File: config.mk
export PLATFORM = sky130hd
export DESIGN_NAME = mem_access_ctrl
export DESIGN_NICKNAME = d
export VERILOG_FILES = /design/src/rtl/mem_pkg.sv /design/src/rtl/mem_wait_ctr.sv /design/src/rtl/mem_access_ctrl.sv
export SDC_FILE = /design/constraint.sdc
export NUM_CORES = 1
export LEC_CHECK = 0
export ABC_CLOCK_PERIOD_IN_PS = 2300
export BUFFER_PORTS_ARGS = -buffer_cell sky130_fd_sc_hd__buf_2
export CAP_MARGIN = 10
export CORE_AREA = 2 2 105 107
export CTS_CLUSTER_DIAMETER = 40
export DETAILED_ROUTE_END_ITERATION = 16
export DIE_AREA = 0 0 107 109
export MAX_ROUTING_LAYER = met4
export PLACE_DENSITY_LB_ADDON = 0.3
export SLEW_MARGIN = 20
export SYNTH_ARGS = -nofsm -noshare
export SYNTH_HDL_FRONTEND = slang
export SYNTH_SLANG_ARGS = --single-unit
File: constraint.sdc
create_clock -name clk -period 2.3 [get_ports clk]
set_input_delay 0.345 -clock clk [delete_from_list [all_inputs] [get_ports clk]]
set_output_delay 0.345 -clock clk [all_outputs]
set_load 0.05 [all_outputs]
File: src/rtl/mem_pkg.sv
// Shared types and widths for the memory access stage.
// State encoding and counter width used by the controller and its wait counter.
package mem_pkg;

  localparam int MEM_ADDR_W = 9;
  localparam int MEM_DATA_W = 32;
  localparam int WAIT_CTR_W = 4;

  typedef enum logic [1:0] {
    IDLE   = 2'd0,
    ACCESS = 2'd1,
    DONE   = 2'd2
  } mem_state_e;

endpackage

File: src/rtl/mem_wait_ctr.sv
// Loadable down-counter that times the ACCESS dwell. Latency: load/decrement visible next cycle.
// Backpressure: none; it saturates at zero and zero_o flags the final access cycle.
module mem_wait_ctr
  import mem_pkg::*;
(
  input  logic                  clk,
  input  logic                  clr_n,
  input  logic                  load_i,
  input  logic [WAIT_CTR_W-1:0] load_val_i,
  input  logic                  dec_i,
  output logic                  zero_o
);

  logic [WAIT_CTR_W-1:0] cnt_q;
  logic [WAIT_CTR_W-1:0] cnt_d;

  always_comb begin
    cnt_d = cnt_q;
    if (load_i) begin
      cnt_d = load_val_i;
    end else if (dec_i && (cnt_q != '0)) begin
      cnt_d = cnt_q - 1'b1;
    end
  end

  always_ff @(posedge clk or negedge clr_n) begin
    if (!clr_n) begin
      cnt_q <= '0;
    end else begin
      cnt_q <= cnt_d;
    end
  end

  assign zero_o = (cnt_q == '0);

endmodule

File: src/rtl/mem_access_ctrl.sv
// Memory-side stage: runs one read/write on a single-port RAM with programmable wait states, owns the MDR.
// Latency: done pulses WAIT_STATES+2 cycles after the request cycle; requests during ACCESS are dropped.
module mem_access_ctrl
  import mem_pkg::*;
#(
  parameter int DATA_W      = MEM_DATA_W,
  parameter int ADDR_W      = MEM_ADDR_W,
  parameter int WAIT_STATES = 1
) (
  input  logic              clk,
  input  logic              clr_n,
  input  logic [ADDR_W-1:0] addr_in,
  input  logic [DATA_W-1:0] bus_in,
  input  logic              mdr_en,
  input  logic              read,
  input  logic              write,
  output logic [DATA_W-1:0] mdr_out,
  output logic              busy,
  output logic              done,
  output logic [ADDR_W-1:0] ram_addr,
  output logic [DATA_W-1:0] ram_wdata,
  output logic              ram_we,
  input  logic [DATA_W-1:0] ram_rdata
);

  if ((WAIT_STATES < 0) || (WAIT_STATES > 15)) begin : g_bad_wait_states
    $fatal(1, "mem_access_ctrl: WAIT_STATES must be 0..15");
  end

  localparam logic [WAIT_CTR_W-1:0] WAIT_LD = WAIT_CTR_W'(WAIT_STATES);

  mem_state_e        state_q, state_d;
  logic [DATA_W-1:0] mdr_q, mdr_d;
  logic [ADDR_W-1:0] addr_q, addr_d;
  logic [DATA_W-1:0] wdata_q, wdata_d;
  logic              is_wr_q, is_wr_d;
  logic              ctr_load;
  logic              ctr_dec;
  logic              ctr_zero;
  logic              req;
  logic              accept;

  assign req    = read | write;
  assign accept = req && ((state_q == IDLE) || (state_q == DONE));

  always_comb begin
    state_d  = state_q;
    mdr_d    = mdr_q;
    addr_d   = addr_q;
    wdata_d  = wdata_q;
    is_wr_d  = is_wr_q;
    ctr_load = 1'b0;
    ctr_dec  = 1'b0;

    case (state_q)
      IDLE: begin
        if (!req && mdr_en) begin
          mdr_d = bus_in;
        end
      end
      ACCESS: begin
        ctr_dec = 1'b1;
        if (ctr_zero) begin
          state_d = DONE;
          if (!is_wr_q) begin
            mdr_d = ram_rdata;
          end
        end
      end
      DONE: begin
        state_d = IDLE;
      end
      default: begin
        state_d = IDLE;
      end
    endcase

    // Write wins when both strobes arrive together; write data is the pre-edge MDR.
    if (accept) begin
      state_d  = ACCESS;
      addr_d   = addr_in;
      is_wr_d  = write;
      ctr_load = 1'b1;
      if (write) begin
        wdata_d = mdr_q;
      end
    end
  end

  always_ff @(posedge clk or negedge clr_n) begin
    if (!clr_n) begin
      state_q <= IDLE;
      mdr_q   <= '0;
      addr_q  <= '0;
      wdata_q <= '0;
      is_wr_q <= 1'b0;
    end else begin
      state_q <= state_d;
      mdr_q   <= mdr_d;
      addr_q  <= addr_d;
      wdata_q <= wdata_d;
      is_wr_q <= is_wr_d;
    end
  end

  mem_wait_ctr u_wait_ctr (
    .clk        (clk),
    .clr_n      (clr_n),
    .load_i     (ctr_load),
    .load_val_i (WAIT_LD),
    .dec_i      (ctr_dec),
    .zero_o     (ctr_zero)
  );

  assign mdr_out   = mdr_q;
  assign ram_addr  = addr_q;
  assign ram_wdata = wdata_q;
  assign busy      = (state_q == ACCESS);
  assign done      = (state_q == DONE);
  assign ram_we    = (state_q == ACCESS) && is_wr_q && ctr_zero;

endmodule
[After elaboration in Yosys (flattened, before gate mapping)]
Cells that the tools add are included.
Storage, ports and cells
  register bits: 80
  bits of input ports: 78
  output and inout port bits: 76
  logic and storage cells: 41
Cells by class
  add/subtract/negate cells: 1
  equality and inequality tests: 7
  mux-type cells: 11
  bitwise logic cells: 1
  reduce and logical (&&, ||, !) cells: 15
Operators by type and width (count)
  $mux W32: 3
  $pmux W32 S2: 1
  $mux W4: 2
  $logic_and A1 B1 Y1: 5
  $logic_not A4 Y1: 1
  $mux W2: 2
  $ne A2 B1 Y1 const B: 2
  $ne A2 B2 Y1 const B: 2
  $pmux W2 S2: 1
  $reduce_and A2 Y1: 2
  $reduce_and A4 Y1: 1
  $reduce_bool A2 Y1: 2
  $reduce_bool A4 Y1: 1
  $sub A4 B1 Y4 const B: 1
  $ne A3 B1 Y1 const B: 1
  $eq A2 B1 Y1 const B: 1
  $eq A2 B2 Y1 const B: 1
  $logic_not A2 Y1: 1
  $mux W1: 2
  $logic_not A1 Y1: 1
  $logic_or A1 B1 Y1: 1
  $or A1 B1 Y1: 1

[Depth between registers and ports, before layout]
Gate-level depths: netlist of the first run.
  word-level depth: 5
  mapped depth: 6
  gate-level depth less buffers: 5

[Hierarchy]
A second synthesis of the first run with hierarchy kept.
Unflattened totals
  cells, all modules: 238
  area, all modules: 3393.3 µm²
Modules (own cells, without submodules)
  mem_access_ctrl: times used 1, cells each 211, area each 3123.0 µm², sequential area each 1901.8 µm²
  mem_wait_ctr: times used 1, cells each 27, area each 270.3 µm², sequential area each 100.1 µm²

[Worst setup path after synthesis of the first run]
OpenSTA, ideal clock, no wires.
  path type: register to register
  start point: register state_q[0]
  end point: register mdr_q[16], in the netlist mdr_out[16]
  library setup time: 125 ps
  arrival time: 1608 ps
  required time: 2175 ps
  setup slack: 566 ps
  stages on the path, launching flop included: 6
  buffers on the path: 2
  period minus slack after synthesis: 1734 ps
  cells stage by stage: dfrtp_1 -> nor2b_4 -> buf_6 -> buf_2 -> mux2_2 -> mux2_4
Between the ends
  longest elaborated chain between the ends: 3
  elaborated cells on any way between the ends: 8
  classes of those cells: 4 x eq/ne; 1 x mux; 3 x reduce/logical
RTL lines
  start, declared: RTL line mem_access_ctrl.sv:32  | mem_state_e state_q, state_d;
  start signal, assigned: RTL line mem_access_ctrl.sv:98  | state_q <= state_d;
  $eq A2 B1 Y1 (*)
  net busy: RTL line mem_access_ctrl.sv:18  | output logic busy,
  $ne A2 B1 Y1 (no line) (tied with other cells)
  $reduce_and A4 Y1 (no line)
  end signal, assigned: RTL line mem_access_ctrl.sv:99  | mdr_q <= mdr_d;
  end, declared: RTL line mem_access_ctrl.sv:33  | logic [DATA_W-1:0] mdr_q, mdr_d;
The timed path passes the listed nets; every way through them passes the cells marked *.
A chain may end at the register's enable or synchronous reset.

[Worst setup path in the final report of the first run]
  start point: register u_wait_ctr.cnt_q[0]
  end point: output port ram_we
Between the ends
  longest elaborated chain between the ends: 2
RTL lines
  start, declared: RTL line mem_wait_ctr.sv:14  | logic [WAIT_CTR_W-1:0] cnt_q;
  start signal, assigned: RTL line mem_wait_ctr.sv:30  | cnt_q <= cnt_d;
  $logic_not A4 Y1: RTL line mem_wait_ctr.sv:34  | assign zero_o = (cnt_q == '0);
  $logic_and A1 B1 Y1: RTL line mem_access_ctrl.sv:120  | assign ram_we = (state_q == ACCESS) && is_wr_q && ctr_zero;
  end, declared: RTL line mem_access_ctrl.sv:22  | output logic ram_we,
Every way passes these cells.

==> impl_results.md, run 1 <==
* Worst Path Required at 1960 ps
* Cells after Synth at about 250
* Number of max-cap violations at 0
* Chip width at roughly 110 µm
* Crit Path Max Fanout at 4
* Largest net degree at the start of global routing at 43
* N_diodes at 0
* Resize count post-CTS at 0
* Post-synthesis sequential area ratio at 55.7%
* Wirelength per Cell at 13.5 µm
* Worst-Margin Slew at 533 ps
* Hold_buf cts at 1
* Final-stage net count at 484
* Worst hold path class: in -> reg
* DIE AREA at 11700 µm²
* Drt first pass iters at 3
* Reg-to-Reg Start: u_wait_ctr.cnt_q[0]
* IO Port Bufs at 153
* Period utilization at a little over four fifths
* Root buffer cell: clkbuf_8
* Cts bufs inserted at 9
* Vias/cell at 4.41
* Netlist cell types at 23
* FP Rows at 38
* Grt ovf at 0
* Post-DRT Antenna Nets at 0
* Slew Limit Fails at 0
* Global-route wire length before repair at 11.3 mm
* Ports at 154
* Critical Path AT at 1590 ps
* Worst Setup Start Kind: register
* Synth-to-layout area growth at 32.3%
* Initial Utilization at 33.9%
* Initial drt markers at 53
* Clock Pin Slew Worst Setup and Hold Paths at about 80 ps
* Register bit total from synthesis at 80
* Worst Hold Launch: addr_in[3]
* EDFF count, synth at 0
* Post-synthesis net count at approximately 330
* Number of global-route vias before repair at 2278
* RSZ-0062 raised after global routing: no
* GRT Total Usage at 13.1%
* Fmax at between 0.5 and 0.6 GHz
* Clock Tree Buf Depth at 2
* Min Tclk post-route at 1930 ps
* Normalized max-slew margin at 64.1%
* Critical path type: reg -> out
* Setup TNS at 0 ps
* Fraction of registers with async set/reset at 100%
* Critical path startpoint: u_wait_ctr.cnt_q[0]
* CORE AREA at 10600 µm²
* Routed vias at 2418
* Final hold violations at 0
* Critical path endpoint category: output port
* Post-CTS setup buffer count at 0
* Met2 Usage GRT at 20.6%
* Final setup viols at 0
* Most used DFF post-synth: dfrtp_1
* Detailed placer's ending HPWL at between 5 and 6 mm
* Syn_area_per_cell at between 10 and 15 µm²
* Total wire length at 7.42 mm
* Mapped Area at 3590 µm²
* Antenna violations before repair at 0
* GRT busiest layer: met2
* GPL Wtd Cong at 0.761
* CTS tree: built
* Yosys Warn Count at 0
* Clk sinks at 80
* Die Ht at between 100 and 150 µm
* Outcome: complete, no violations
* GR Util met3 at 3.23%
* Met1 Usage GRT at 16.2%
* Fin Clk Skew at approximately 10 ps
* Worst-Skew Late Latency at 340 ps
* Drt drc at 0
* CTS H-tree lvls at 3
* Layout cells sized above 1 at 67.6%
[metal layers]
metal | vias to the layer above | wire, µm
met5 | - | 0
li1 | 1163 | -
met4 | 0 | 80
met2 | 76 | 3600
met1 | 1173 | 3280
met3 | 6 | 459
[worst paths after layout]
check                      slack, ps            end  cells after the start
setup reg to reg                 460    mdr_out[25]                      6
max in group asynchronous       1180   ram_wdata[7]                      3
setup / recovery                 370         ram_we                      5
min in group asynchronous        530  ram_wdata[16]                      2
hold reg to reg                  480    ram_addr[0]                      2
hold / removal                   190    ram_addr[3]                      3
[flip-flops by register name, indices dropped and copies added (netlist names)]
name / cells
state_q: 2
ram_wdata: 32
is_wr_q: 1
mdr_out: 32
ram_addr: 9
u_wait_ctr.cnt_q: 4
[stage by stage]
step	setup WS, ps	utilization [%]	std cells	hold slack (ps)	cell area (µm²)
finish	367	44.8	548	191	4750
global placement	477	42.8	532	354	4530
floorplan	566	-	245	49.4	3590
CTS	340	44.8	548	166	4750
global route	255	44.8	548	170	4750
detailed placement	438	42.8	532	361	4530
[critical path, stage by stage, from the launching register on]
cell	delay, ps
dfrtp_1	410
inv_1	90
ha_1	160
and3_4	200
and2_1	120
buf_2	260
[area by class of cell]
cell class / instances / area, µm²
clock buffer: 9 / 124
clock inverter: 6 / 85.1
fill: 1001 / 5850
inverter: 4 / 15.0
multi-input combinational: 148 / 1500
sequential: 80 / 2000
tap: 140 / 175
timing repair buffer: 161 / 856
[kinds of logic (layout without fill, tap and decap cells)]
logic type	count (synthesis)	after routing	share of synthesized area, %
simple gates	42	42	5.30
flops	80	80	55.7
fa+ha+maj	2	2	0.697
mux	99	99	34.1
compound gates	5	5	1.36
buf+inv	17	180	2.82
[cell usage after synthesis, types with 2 or more instances]
master,count,area [µm²]
buf_2,6,30.0
buf_6,4,45.0
clkbuf_1,3,11.3
dfrtp_1,80,2000
ha_1,2,25.0
inv_1,4,15.0
mux2_2,66,743
mux2_4,30,450
mux2i_1,3,30.0
nand2_1,32,120
nor2b_1,2,12.5
nor3_1,2,10.0
[cell usage in the layout (no fill, tap or decap), drive strengths merged, types with 3 or more instances in the layout]
cell / Yosys / layout
mux2: 96 / 96
buf: 10 / 160
clkbuf: 3 / 9
mux2i: 3 / 3
nand2: 32 / 32
dfrtp: 80 / 80
nor2b: 3 / 3
inv: 4 / 4
Power of run 1 is not shown: default switching activity piles up to over one toggle a cycle in this logic, so the estimate is an artifact.
==> inputs of run 2 (changes only) <==
--- a/config.mk
+++ b/config.mk
@@ -5,13 +5,14 @@
 export SDC_FILE = /design/constraint.sdc
 export NUM_CORES = 1
 export LEC_CHECK = 0
-export ABC_CLOCK_PERIOD_IN_PS = 2300
+export ABC_AREA = 1
+export ABC_CLOCK_PERIOD_IN_PS = 1740
 export BUFFER_PORTS_ARGS = -buffer_cell sky130_fd_sc_hd__buf_2
 export CAP_MARGIN = 10
-export CORE_AREA = 2 2 105 107
+export CORE_AREA = 2 2 106 108
 export CTS_CLUSTER_DIAMETER = 40
 export DETAILED_ROUTE_END_ITERATION = 16
-export DIE_AREA = 0 0 107 109
+export DIE_AREA = 0 0 108 110
 export MAX_ROUTING_LAYER = met4
 export PLACE_DENSITY_LB_ADDON = 0.3
 export SLEW_MARGIN = 20
==> constraint.sdc (replaced) <==
create_clock -name clk -period 1.74 [get_ports clk]
set_input_delay 0.261 -clock clk [delete_from_list [all_inputs] [get_ports clk]]
set_output_delay 0.261 -clock clk [all_outputs]
set_load 0.05 [all_outputs]
==> impl_results.md, run 2 <==
* Drt drc at 0 (unchanged)
* Worst path bufs/invs at 2 (unchanged)
* EDFF count, synth at 0 (unchanged)
* Critical path's slowest cell: dfrtp_1
* RSZ-0062 raised after global routing: yes
* CTS tree: built
* Worst-Skew Late Latency at 360 ps (+20 ps)
* IO Port Bufs at 153 (unchanged)
* Number of global-route vias before repair at 3352 (+47%)
* Total wire length at 10.5 mm (+41%)
* CTS H-tree lvls at 3 (unchanged)
* Clock Tree Buf Depth at 2 (unchanged)
* Fmax at 0.580 GHz
* Synth-to-layout area growth at 33.6%
* CORE AREA at 10700 µm² (+0.90%)
* Grt ovf at 0 (unchanged)
* Die Ht at 110 µm (+0.92%)
* Initial Utilization at 34.6% (+0.72 points)
* Normalized max-slew margin at 70.9% (+6.7 points)
* Most frequent cell after synthesis: nand2_1
* FP Rows at 38 (unchanged)
* Synth top area cells: dfrtp_1, nand2_1, nand4_1
* Period utilization at 99.0%
* GRT Total Usage at 18.5% (+5.4 points)
* Worst hold path class: in -> reg
* Chip width at 108 µm (+0.93%)
* Leading area contributor after synthesis: dfrtp_1
* Post-DRT Antenna Nets at 0 (unchanged)
* Mapped Area at 3700 µm² (+3.0%)
* Final hold violations at 0 (unchanged)
* Slew Limit Fails at 0 (unchanged)
* Critical Path AT at 1460 ps (-130 ps)
* Worst Path Required at 1480 ps (-480 ps)
* Yosys Warn Count at 0 (unchanged)
* Most used DFF post-synth: dfrtp_1
* Critical path startpoint: u_wait_ctr.cnt_q[1]
* GPL Wtd Cong at 0.770 (+1.1%)
* Wirelength per Cell at 13.6 µm (+0.25%)
* Ports at 154 (unchanged)
* Critical path type: reg -> out
* Antenna violations before repair at 0 (unchanged)
* Setup TNS at 0 ps (unchanged)
* Root buffer cell: clkbuf_8
* Most frequent cells in the layout: nand2_1, buf_2, dfrtp_1
* Cts bufs inserted at 9 (unchanged)
* Worst Setup Start Kind: register
* Min Tclk post-route at 1720 ps
* Worst Hold Launch: addr_in[0]
* Most common cell after layout, fill and taps aside: nand2_1
* List of most frequent post-synthesis cells: nand2_1, dfrtp_1, nand4_1, nand3_1, buf_2
* Global-route wire length before repair at 16.4 mm (+44%)
* Vias/cell at 4.74 (+7.5%)
* Top cell type's share of synthesized area at 54.1% (-1.6 points)
* Register bit total from synthesis at 80 (unchanged)
* Layout cells sized above 1 at 32.9% (-35 points)
* Cells after Synth at 468 (+91%)
* Routed vias at 3658 (+51%)
* Netlist cell types at 22 (-4.3%)
* Outcome: complete, no violations
* Worst-Margin Slew at 437 ps (-96.0 ps)
* Final-stage net count at 705 (+46%)
* Post-synthesis sequential area ratio at 54.1% (-1.6 points)
* Initial drt markers at 189 (+260%)
* Post-synthesis net count at 548 (+69%)
* DIE AREA at 11900 µm² (+1.9%)
* Largest net degree at the start of global routing at 35 (-19%)
* Fraction of registers with async set/reset at 100% (unchanged)
* Drt first pass iters at 5 (+2)
* Crit Path Max Fanout at 3 (-1)
* Crit-path cells: inv_2 -> ha_4 -> nand2_4 -> nor3_4 -> buf_6
* Reg-to-Reg Start: state_q[0]
* Fin Clk Skew at 13.2 ps (+2.85 ps)
* Critical path endpoint category: output port
* Crit-path leading delay family: flip-flops
* Final setup viols at 0 (unchanged)
* Number of max-cap violations at 0 (unchanged)
* Detailed placer's ending HPWL at 7.40 mm (+36%)
* CP max stage delay at 400 ps (about the same)
* Clock Pin Slew Worst Setup and Hold Paths at 80 ps (about the same)
* Clk sinks at 80 (unchanged)
* Syn_area_per_cell at 7.91 µm² (-46%)
==> run 2: changes by cell type after synthesis, moves of 3 or more <==
cell,change
clkbuf_1,-3
buf_2,+15
nand4_1,+34
mux2i_1,-3
buf_4,+6
inv_2,+3
mux2_2,-66
nand2_1,+232
buf_1,+3
buf_6,-4
nor2_1,+4
mux2_4,-30
nand3_1,+33
==> run 2: final timing paths <==
path	depth (start not counted)	endpoint	slack, ps
worst max-delay path	5	ram_we	20
worst min-delay path	3	ram_addr[0]	100
worst max register to register	9	u_wait_ctr.cnt_q[2]	140
worst min register to register	2	ram_wdata[17]	470
max in group asynchronous	3	ram_wdata[22]	800
min in group asynchronous	2	ram_addr[5]	380
==> run 2: cell families after synthesis <==
kind of cell / after synthesis / synth area share (%)
flops: 80 / 54.1
simple gates: 343 / 39.0
compound gates: 5 / 1.01
fa+ha+maj: 2 / 0.676
buf+inv: 38 / 5.17
==> run 2: routing by layer <==
metal / vias to the layer above / GRT usage (%) / part of all wire, %
met5: - / - / 0
met4: 0 / 6.96 / 1.8
met3: 14 / 3.12 / 5.4
met2: 107 / 30.0 / 48
met1: 1724 / 23.3 / 45
li1: 1813 / - / -
==> run 2: layout make-up <==
cell class	count	area, µm²
Clock buffer	11	151
Antenna cell	1	2.50
Sequential cell	80	2000
Inverter	8	30.0
Clock inverter	5	55.1
Fill cell	1090	5760
Timing Repair Buffer	176	981
Multi-Input combinational cell	350	1550
Tap cell	140	175
==> run 2: what timing repair did <==
action | CTS | global route
buffers inserted | 1 | 3
hold buffers | 1 | 0
setup endpoints to repair | 2 | 28
resized for setup | 3 | 10
hold endpoints to repair | 31 | 0
pin swaps | 1 | 1
==> run 2: tightest hold or removal path, cell delays in order <==
cell and delay [ps]:
buf_2 70, nand2_1 40, nand2_1 40
==> run 2: stage by stage <==
stage                     area (µm²)  std cells  util, %  worst slack, ps  hold slack [ps]
final                           4940        771     46.2             17.2             95.6
after global routing            4940        770     46.2            -39.5             87.4
after CTS                       4880        767     45.6            -90.0             74.3
after detailed placement        4650        749     43.4              130              234
after floorplan                 3700        468        -             40.3            -34.6
after global placement          4650        749     43.4              174              231
Power of run 2 is left out for the same reason.
